$ cat src/rtl/tc_pkg.sv
// Shared encodings for the memory-mapped timer: FSM states, register offsets, CTRL layout.
// Latency: n/a (types and constants only).
// Backpressure: n/a.
package tc_pkg;

    typedef enum logic [1:0] {
        IDLE = 2'd0,
        LOAD = 2'd1,
        CNT  = 2'd2,
        INT  = 2'd3
    } state_t;

    localparam logic [1:0] REG_CTRL   = 2'd0;
    localparam logic [1:0] REG_PRESET = 2'd1;
    localparam logic [1:0] REG_COUNT  = 2'd2;

    localparam logic [1:0] MODE_ONESHOT = 2'd0;
    localparam logic [1:0] MODE_RELOAD  = 2'd1;

    localparam int CTRL_EN_BIT   = 0;
    localparam int CTRL_MODE_LSB = 1;
    localparam int CTRL_IM_BIT   = 3;
    localparam int CTRL_PSC_LSB  = 4;

    // Field order mirrors the CTRL bit positions above, LSB last.
    typedef struct packed {
        logic [3:0] psc;
        logic       im;
        logic [1:0] mode;
        logic       en;
    } ctrl_t;

endpackage

$ cat src/rtl/tc_prescaler.sv
// Prescale tick generator (TC_PRESCALE_EN builds only): tick fires once every psc+1 run cycles.
// Latency: tick is combinational from the internal count; clr takes effect on the next edge.
// Backpressure: none; counting advances only while run is high.
module tc_prescaler (
    input  logic       clk,
    input  logic       reset,
    input  logic       clr,
    input  logic       run,
    input  logic [3:0] psc,
    output logic       tick
);

    logic [3:0] cnt;

    assign tick = run && (cnt == psc);

    always_ff @(posedge clk) begin
        if (reset || clr) begin
            cnt <= 4'd0;
        end else if (run) begin
            cnt <= (cnt == psc) ? 4'd0 : cnt + 4'd1;
        end
    end

endmodule

$ cat src/rtl/timer_counter.sv
// Programmable down-counter timer with interrupt; optional prescaler under TC_PRESCALE_EN.
// Latency: reads combinational; EN write loads COUNT two edges later, irq_flag N edges after that.
// Backpressure: none; every bus write is accepted on the edge it is presented.
module timer_counter
    import tc_pkg::*;
#(
    parameter logic [31:0] PRESET_RST = 32'h0,
    parameter int          CNT_W      = 32
) (
    input  logic        clk,
    input  logic        reset,
    input  logic [29:0] addr,
    input  logic        we,
    input  logic [31:0] din,
    output logic [31:0] dout,
    output logic        irq
);

    localparam logic [CNT_W-1:0] ONE = CNT_W'(1);

    state_t           state, state_nxt;
    ctrl_t            ctrl, ctrl_wr;
    logic [CNT_W-1:0] preset, count;
    logic             irq_flag;
    logic             wr_ctrl, wr_preset;
    logic             tick;
    logic             do_load, do_dec, do_fire, do_stop;
    logic             unused_addr;

    assign wr_ctrl     = we && (addr[1:0] == REG_CTRL);
    assign wr_preset   = we && (addr[1:0] == REG_PRESET);
    assign unused_addr = ^addr[29:2];

`ifdef TC_PRESCALE_EN
    assign ctrl_wr = ctrl_t'(din[7:0]);

    tc_prescaler u_prescaler (
        .clk   (clk),
        .reset (reset),
        .clr   (do_load || wr_ctrl),
        .run   (state == CNT),
        .psc   (ctrl.psc),
        .tick  (tick)
    );
`else
    assign ctrl_wr = ctrl_t'({4'd0, din[3:0]});
    assign tick    = 1'b1;
`endif

    always_ff @(posedge clk) begin
        if (reset) begin
            state <= IDLE;
        end else begin
            state <= state_nxt;
        end
    end

    always_comb begin
        state_nxt = state;
        case (state)
            IDLE:    if (ctrl.en) state_nxt = LOAD;
            LOAD:    state_nxt = CNT;
            CNT: begin
                if (!ctrl.en)     state_nxt = IDLE;
                else if (do_fire) state_nxt = INT;
            end
            INT:     state_nxt = (ctrl.mode == MODE_RELOAD) ? LOAD : IDLE;
            default: state_nxt = IDLE;
        endcase
    end

    // Modes 2 and 3 fall back to one-shot behaviour.
    always_comb begin
        do_load = 1'b0;
        do_dec  = 1'b0;
        do_fire = 1'b0;
        do_stop = 1'b0;
        case (state)
            LOAD: do_load = 1'b1;
            CNT: begin
                if (ctrl.en && tick) begin
                    if (count > ONE) do_dec  = 1'b1;
                    else             do_fire = 1'b1;
                end
            end
            INT:     do_stop = (ctrl.mode != MODE_RELOAD);
            default: ;
        endcase
    end

    // A software CTRL write outranks the hardware EN clear at the end of a one-shot.
    always_ff @(posedge clk) begin
        if (reset) begin
            ctrl <= '0;
        end else if (wr_ctrl) begin
            ctrl <= ctrl_wr;
        end else if (do_stop) begin
            ctrl.en <= 1'b0;
        end
    end

    always_ff @(posedge clk) begin
        if (reset) begin
            preset <= CNT_W'(PRESET_RST);
        end else if (wr_preset) begin
            preset <= CNT_W'(din);
        end
    end

    always_ff @(posedge clk) begin
        if (reset) begin
            count <= '0;
        end else if (do_load) begin
            count <= preset;
        end else if (do_dec) begin
            count <= count - ONE;
        end else if (do_fire) begin
            count <= '0;
        end
    end

    always_ff @(posedge clk) begin
        if (reset) begin
            irq_flag <= 1'b0;
        end else if (wr_ctrl || wr_preset || do_load) begin
            irq_flag <= 1'b0;
        end else if (do_fire) begin
            irq_flag <= 1'b1;
        end
    end

    assign irq = irq_flag & ctrl.im;

    always_comb begin
        dout = 32'd0;
        case (addr[1:0])
            REG_CTRL:   dout = {24'd0, ctrl};
            REG_PRESET: dout = 32'(preset);
            REG_COUNT:  dout = 32'(count);
            default:    dout = 32'd0;
        endcase
    end

endmodule

$ cat config.mk
export PLATFORM = sky130hd
export DESIGN_NAME = timer_counter
export DESIGN_NICKNAME = d
export VERILOG_FILES = /design/src/rtl/tc_pkg.sv /design/src/rtl/tc_prescaler.sv /design/src/rtl/timer_counter.sv
export SDC_FILE = /design/constraint.sdc
export NUM_CORES = 1
export LEC_CHECK = 0
export ABC_AREA = 1
export BUFFER_PORTS_ARGS = -buffer_cell sky130_fd_sc_hd__buf_2
export CAP_MARGIN = 10
export CORE_UTILIZATION = 54
export CTS_CLUSTER_SIZE = 40
export DETAILED_ROUTE_END_ITERATION = 8
export PLACE_DENSITY = 0.87
export SETUP_SLACK_MARGIN = 0.1
export SYNTH_ARGS = -nofsm -noshare
export SYNTH_HDL_FRONTEND = slang
export SYNTH_SLANG_ARGS = --single-unit
$ cat constraint.sdc
create_clock -name clk -period 2 [get_ports clk]
set_input_delay 0.4 -clock clk [delete_from_list [all_inputs] [get_ports clk]]
set_output_delay 0.4 -clock clk [all_outputs]
set_load 0.02 [all_outputs]
---- Word level (Yosys, flattened, before mapping) ----
Index checks and enable logic that the tools add are counted.
operators by class
  bitwise logic cells ..................... 1
  reductions and logical operators ........ 10
  magnitude comparators ................... 1
  equal/unequal tests ..................... 9
  $add $sub $neg .......................... 1
  multiplexer cells ....................... 19
operators with widths
  operator               count
  $mux 32                3
  $pmux 32 s3            1
  $gt 32x1->1 const B    1
  $sub 32x1->32 const B  1
  $mux 1                 11
  $pmux 2 s4             1
  $eq 2x1->1 const B     3
  $eq 2x2->1 const B     3
  $mux 2                 3
  $logic_not 2->1        2
  $ne 3x3->1 const B     1
  $reduce_bool 3->1      1
  $logic_and 1x1->1      2
  $logic_or 1x1->1       2
  $ne 2x1->1 const B     1
  $ne 2x2->1 const B     1
  $reduce_and 2->1       1
  $reduce_bool 2->1      1
  $reduce_or 2->1        1
  $and 1x1->1            1
word-level totals
  bits in registers ....................... 71
  word-level logic and storage cells ...... 48
  bits of input ports ..................... 65

---- Longest topological paths before layout ----
Gate-level depths: netlist (run 1).
  depth in word-level cells ............... 7
  depth in mapped cells ................... 10
  gate-level depth less buffers ........... 10

---- Least setup slack after synthesis (run 1) ----
No wires, ideal clock.
  kind .................................... input-to-output
  start point ............................. in addr[0]
  end point ............................... out dout[0]
  stages .................................. 5
  setup slack ............................. 0.382 ns
  data arrival time ....................... 1.218 ns
  data required time ...................... 1.600 ns
  cell sequence ........................... inv_1 -> nor2_1 -> inv_1 -> clkbuf_1 -> o221ai_1
between the ends
  cells in the longest elaborated chain, start to end .. 2
RTL lines
  element                             RTL line              RTL
  start, declared                     timer_counter.sv:12   input logic [29:0] addr,
  $eq 2x2->1 (tied with other cells)  timer_counter.sv:136  case (addr[1:0])
  $pmux 32 s3 *                       timer_counter.sv:136
  end, declared                       timer_counter.sv:15   output logic [31:0] dout,
Mark *: on every way between the ends. The rest lies on a longest branch, timed or not.

---- Final worst setup path (run 1) ----
Ends and elaborated chain as after synthesis.

==> results_dict.tcl, run 1 <==
set metrics [dict create \
    cap_violations 0 \
    overflow 0 \
    vias 4358 \
    synth.distinct_cells 27 \
    n_antenna_cell 0 \
    path_clk_slew_ns 0.08 \
    switchingPower_mw 0.9226 \
    timing.hold.ws_ns 0.2917 \
    yosysWarnings 0 \
    hp-class "in -> reg" \
    start_util_pct 55.82 \
    final_nets 753 \
    via_per_inst 5.516 \
    fmax_ghz 0.5715 \
    tns_ns 0 \
    holdBufCountCts 0 \
    seq_area_frac_synth_pct 35.11 \
    critical_path.max_fanout 32 \
    syn_nets 685 \
    synth_area_um2 4049 \
    numClockSinks 71 \
    antenna_left 0 \
    syn_inst 618 \
    cp.depth 7 \
    vdd_ir_drop_max_mv 0.4861 \
    area_growth_pct 17.83 \
    p_int_mw 2.457 \
    clock_power_share_pct 41.7 \
    dieArea_um2 7848 \
    setup_violations 0 \
    core.rowCount 31 \
    synth-seq-cells 71 \
    relSlewSlack_pct 72.18 \
    fillers 677 \
    combPwrFrac_pct 14.6 \
    cp.arrival_ns 1.35 \
    rsz0062_at_grt "false" \
    synthSimpleGateAreaFrac_pct 25.49 \
    yosys.area.top_type "dfxtp_1" \
    worst-path-buf-inv 5 \
    p_leak_nw 2.238 \
    postCtsSetupBuffers 0 \
    critical_path_class "in -> out" \
    clock_skew_ns 0.008817 \
    wl_per_cell_um 14.28 \
    cts_tree "built" \
    numPortBuffers 69 \
    grt_pass1_vias 4055 \
    p_seq_share_pct 43.7 \
    final_max_slew_viol_count 0 \
    grt_max_degree 39 \
    synth-adder-area-share_pct 0.6180 \
    core_um2 7253 \
    swShare_pct 27.30 \
    cpMaxStageDelayCell "buf_2" \
    regArea_um2 1421 \
    synthTopCellsByArea "dfxtp_1 (35%), nand2_1 (11%), inv_1 (9.5%)" \
    tightest_slew_ns 0.4169 \
    endpoint_kind "output pin" \
    fin_crit_sh_pct 87.49 \
    crit_family "buffers and inverters" \
    synth-xor-area-share_pct 3.245 \
    insertion_delay_ns 0.35 \
    root_buffer "clkbuf_8" \
    ios 98 \
    worst_slack_ns 0.2501 \
    ff2ff_path_depth 9 \
    post-route-drc-count 0 \
    gp_congestion 0.9228 \
    start_kind "primary input" \
    hpwl_mm 8.275 \
    powerDensity_nw_per_um2 708.4 \
    synth_top_area_share_pct 35.11 \
    cts_resized 0 \
    hold_viol 0 \
    grt_usage_pct 29.92 \
    numCtsBuffers 9 \
    multi_input_area_um2 2101 \
    drtIter0Drc 258 \
    max_stage_delay_ns 0.20 \
    cp_cell_sequence "buf_2 > inv_1 > nor2_1 > inv_1 > buf_12 > o221ai_1 > buf_2" \
    die_w_um 88.59 \
    cp_data_required_time_ns 1.60 \
    die_height_um 88.59 \
    cts_max_level 3 \
    grt_pass1_wl_mm 17.95 \
    status "finished clean" \
    drive_gt1_share_pct 17.80 \
    synth_compound_area_share_pct 22.47 \
    syn_area_per_cell_um2 6.552 \
    drt_pass1_iterations 5 \
    pre_cts_slack_ns 0.2466 \
    wl_mm 11.28 \
    synth_mux_area_share_pct 0 \
    min_period_ns 1.750 \
    hold_depth 3 \
    synth_top_family_by_area "simple AND/OR/NAND/NOR gates" \
    cts.path.max_buffers 2 \
    antenna_found_initial 0 \
]
==> cells in the mapped netlist, drive strengths merged <==
cell type and count:
ha 2, buf 13, o21a 1, o211ai 1, xor2 15, inv 104, clkbuf 16, nand3 13
a21oi 53, o21ai 45, nor2 76, dfxtp 71, nand4 16, nand2 123, nand3b 2, o22ai 59
o221ai 4, nor3 4
==> metal layers <==
| layer | GRT usage [%] | routed length (µm) | share of wire (%) | up-vias |
|---|---|---|---|---|
| li1 | - | - | - | 2165 |
| met1 | 36.09 | 4853 | 43 | 2030 |
| met2 | 53.15 | 5693 | 50 | 141 |
| met3 | 4.291 | 527 | 4.7 | 22 |
| met4 | 12.61 | 208 | 1.8 | 0 |
| met5 | 0 | 0 | 0 | - |
==> logic make-up (layout without fill, tap and decap cells) <==
| group | after synthesis | count (layout) |
|---|---|---|
| simple gates | 234 | 234 |
| compound gates | 163 | 163 |
| buf+inv | 133 | 206 |
| flops | 71 | 71 |
| xor+xnor | 15 | 15 |
| fa+ha+maj | 2 | 2 |
==> worst register-to-register path: stages (launching register included) <==
cell     delay [ns]
dfxtp_1        0.32
inv_1          0.11
ha_1           0.24
nand2_2        0.13
nor2_4         0.26
nand3_1        0.20
nor3_1         0.18
nor2_1         0.07
nand2_1        0.06
nand2_1        0.04
==> stage by stage <==
| stage | instance area, µm² | util [%] | instances | power (mW) |
|---|---|---|---|---|
| finish | 4771 | 65.78 | 790 | 3.380 |
| CTS | 4771 | 65.78 | 790 | 3.379 |
| floorplan | 4049 | - | 618 | 1.841 |
| global route | 4771 | 65.78 | 790 | 3.496 |
| detailed placement | 4534 | 62.52 | 774 | 1.993 |
| global placement | 4534 | 62.52 | 774 | 1.976 |
==> flip-flops by register name (all words and copies together), names as in the netlist <==
name,flops
ctrl,4
state,2
count,32
preset,32
irq_flag,1
==> placed cells by master, fill, tap and decap left out, types with 5 or more instances in the layout <==
cell      count
dfxtp_1      71
o22ai_1      59
o21ai_1       5
o21ai_0      40
nor2_4        6
nand3_1      12
nor2_2        8
buf_2        69
nor2_1       62
buf_4        15
clkbuf_8      9
inv_1       102
nand2_1     118
nand4_1      16
a21oi_1      53
xor2_1       15
==> power groups by stage <==
stage          combinational [mW]  clock [mW]  sequential (mW)
2_1_floorplan               0.338           0             1.50
3_3_place_gp                0.470           0             1.51
3_5_place_dp                0.483           0             1.51
4_1_cts                     0.487        1.42             1.48
5_1_grt                     0.547        1.47             1.48
6_report                    0.493        1.41             1.48
==> final cells by class <==
cell class                      instances  area share [%]
Multi-Input combinational cell        414           44.03
Sequential cell                        71           29.79
Timing Repair Buffer                   86           10.44
Inverter                              104           8.183
Clock buffer                           10           2.675
Tap cell                               99           2.596
Clock inverter                          6           2.282
==> final timing paths <==
path	startpoint	endpoint	slack, ns
min reg2reg	preset[5]$_SDFFE_PP0P_	preset[5]$_SDFFE_PP0P_	0.48
min	din[3]	ctrl[3]$_SDFFE_PP0P_	0.29
max reg2reg	count[1]$_SDFFE_PP0P_	count[26]$_SDFFE_PP0P_	0.31
max	addr[0]	dout[0]	0.25
Note: power is estimated with default switching activity, not from simulation.
==> inputs of run 2 (changes only) <==
--- a/config.mk
+++ b/config.mk
@@ -8,6 +8,7 @@
 export ABC_AREA = 1
 export BUFFER_PORTS_ARGS = -buffer_cell sky130_fd_sc_hd__buf_2
 export CAP_MARGIN = 10
+export CORE_MARGIN = 2
 export CORE_UTILIZATION = 54
 export CTS_CLUSTER_SIZE = 40
 export DETAILED_ROUTE_END_ITERATION = 8
@@ -16,3 +17,4 @@
 export SYNTH_ARGS = -nofsm -noshare
 export SYNTH_HDL_FRONTEND = slang
 export SYNTH_SLANG_ARGS = --single-unit
+export TNS_END_PERCENT = 30
==> run 2 against run 1 <==
Net effect: power is 5.7% lower; via count is 1.7% lower; sequential cell count stayed put; non-clock buffer count is 2 lower; cell area is 0.34% lower; wire length is 0.53% lower; sequential power hardly changed; critical path depth stayed put; clock power is 13% lower.
==> results_dict.tcl, run 2 (synthesis results as in run 1) <==
set metrics [dict create \
    endpoint_kind "output pin" \
    start_util_pct 55.82 \
    die_height_um 90.59 \
    hp-class "in -> reg" \
    vias 4285 \
    via_per_inst 5.438 \
    tns_ns 0 \
    core_um2 7253 \
    final_nets 751 \
    timing.hold.ws_ns 0.2980 \
    hpwl_mm 8.254 \
    ios 98 \
    wl_per_cell_um 14.24 \
    area_growth_pct 17.43 \
    clock_skew_ns 0.01282 \
    numPortBuffers 69 \
    final_cell_mix "nand2_1 (118), inv_1 (102), dfxtp_1 (71)" \
    hold_start "din[3]" \
    post-route-drc-count 0 \
    gp_congestion 0.9419 \
    mostFrequentLayoutCell "nand2_1" \
    path_clk_slew_ns 0.07 \
    die_w_um 90.59 \
    drt_pass1_iterations 5 \
    fin_crit_sh_pct 88.70 \
    grt_usage_pct 28.00 \
    n_antenna_cell 0 \
    numClockSinks 71 \
    hold_end "ctrl[3]$_SDFFE_PP0P_" \
    status "finished clean" \
    r2r_start "count[1]$_SDFFE_PP0P_" \
    relSlewSlack_pct 73.32 \
    cp.arrival_ns 1.37 \
    numCtsBuffers 9 \
    fmax_ghz 0.5637 \
    core.rowCount 31 \
    wl_mm 11.22 \
    insertion_delay_ns 0.35 \
    worst_r2r_endpoint "count[14]$_SDFFE_PP0P_" \
    antenna_left 0 \
    reg_top3 "count x32, preset x32, ctrl x4" \
    hold_depth 3 \
    holdBufCountCts 0 \
    grt_pass1_wl_mm 18.66 \
    drtIter0Drc 251 \
    grt_pass1_vias 4078 \
    grt_max_degree 39 \
    cts_tree "built" \
    min_period_ns 1.774 \
    root_buffer "clkbuf_8" \
    drive_gt1_share_pct 17.42 \
    setup_violations 0 \
    overflow 0 \
    cap_violations 0 \
    critical_path_class "in -> out" \
    final_max_slew_viol_count 0 \
    dieArea_um2 8207 \
    cp_data_required_time_ns 1.60 \
    ff2ff_path_depth 10 \
    fillers 701 \
    rsz0062_at_grt "false" \
    vdd_ir_drop_max_mv 0.4569 \
    antenna_found_initial 0 \
    start_kind "primary input" \
    tightest_slew_ns 0.4002 \
    powerDensity_nw_per_um2 670.5 \
    p_leak_nw 2.216 \
    postCtsSetupBuffers 0 \
    critical_path.max_fanout 32 \
    cts_max_level 3 \
    cts.path.max_buffers 2 \
    cts_resized 0 \
    hold_viol 0 \
    rrSetupSlack_ns 0.31 \
]
[run 2: cell types whose count changed in the layout (fill, tap and decap cells not counted)]
cell        delta
bufinv_16      -2
buf_12         +2
clkbuf_8       +3
clkinv_4       -1
clkinvlp_4     +1
clkinv_2       -2
clkbuf_1       +1
buf_4          -4
[run 2: power breakdown]
part / total [mW] / switching (mW) / internal (mW)
Clock: 1.22 / 0.543 / 0.680
Sequential: 1.48 / 0.0200 / 1.46
Combinational: 0.487 / 0.316 / 0.171
Total: 3.19 / 0.879 / 2.31
[run 2: per-stage QoR]
stage | worst slack [ns] | cells | power (mW) | area [µm²] | util (%)
2_1_floorplan | 0.3821 | 618 | 1.841 | 4049 | -
3_3_place_gp | 0.3076 | 772 | 1.974 | 4544 | 62.65
3_5_place_dp | 0.2279 | 772 | 1.989 | 4544 | 62.65
4_1_cts | 0.2220 | 788 | 3.198 | 4755 | 65.55
5_1_grt | 0.1038 | 788 | 3.326 | 4755 | 65.55
6_report | 0.2261 | 788 | 3.188 | 4755 | 65.55
[run 2: layout make-up]
cell class | instances | area [µm²] | share of cell area, %
Timing Repair Buffer | 84 | 508.0 | 10.68
Clock inverter | 2 | 37.54 | 0.7895
Multi-Input combinational cell | 414 | 2101 | 44.18
Clock buffer | 14 | 172.7 | 3.632
Tap cell | 99 | 123.9 | 2.605
Inverter | 104 | 390.4 | 8.211
Sequential cell | 71 | 1421 | 29.89
[run 2: how the worst max path moves through the flow]
stage,startpoint,end,cells past startpoint
after floorplan,addr[0],dout[0],5
after global placement,addr[0],dout[3],7
after detailed placement,addr[0],dout[0],7
after CTS,addr[0],dout[0],7
after global routing,count[1]$_SDFFE_PP0P_,count[26]$_SDFFE_PP0P_,9
final,addr[0],dout[0],7
[run 2: worst max-delay path, cell delays in order]
cell and delay (ns):
buf_2 0.10, inv_1 0.05, nor2_1 0.16, inv_1 0.10
buf_12 0.18, o221ai_1 0.19, buf_2 0.20
[run 2: routing by layer]
layer  GRT usage, %  up-vias  share of wire (%)
li1               -     2156                  -
met1          34.21     1966                 44
met2          47.82      129                 48
met3          3.756       34                4.7
met4          14.74        0                3.3
met5              0        -                  0
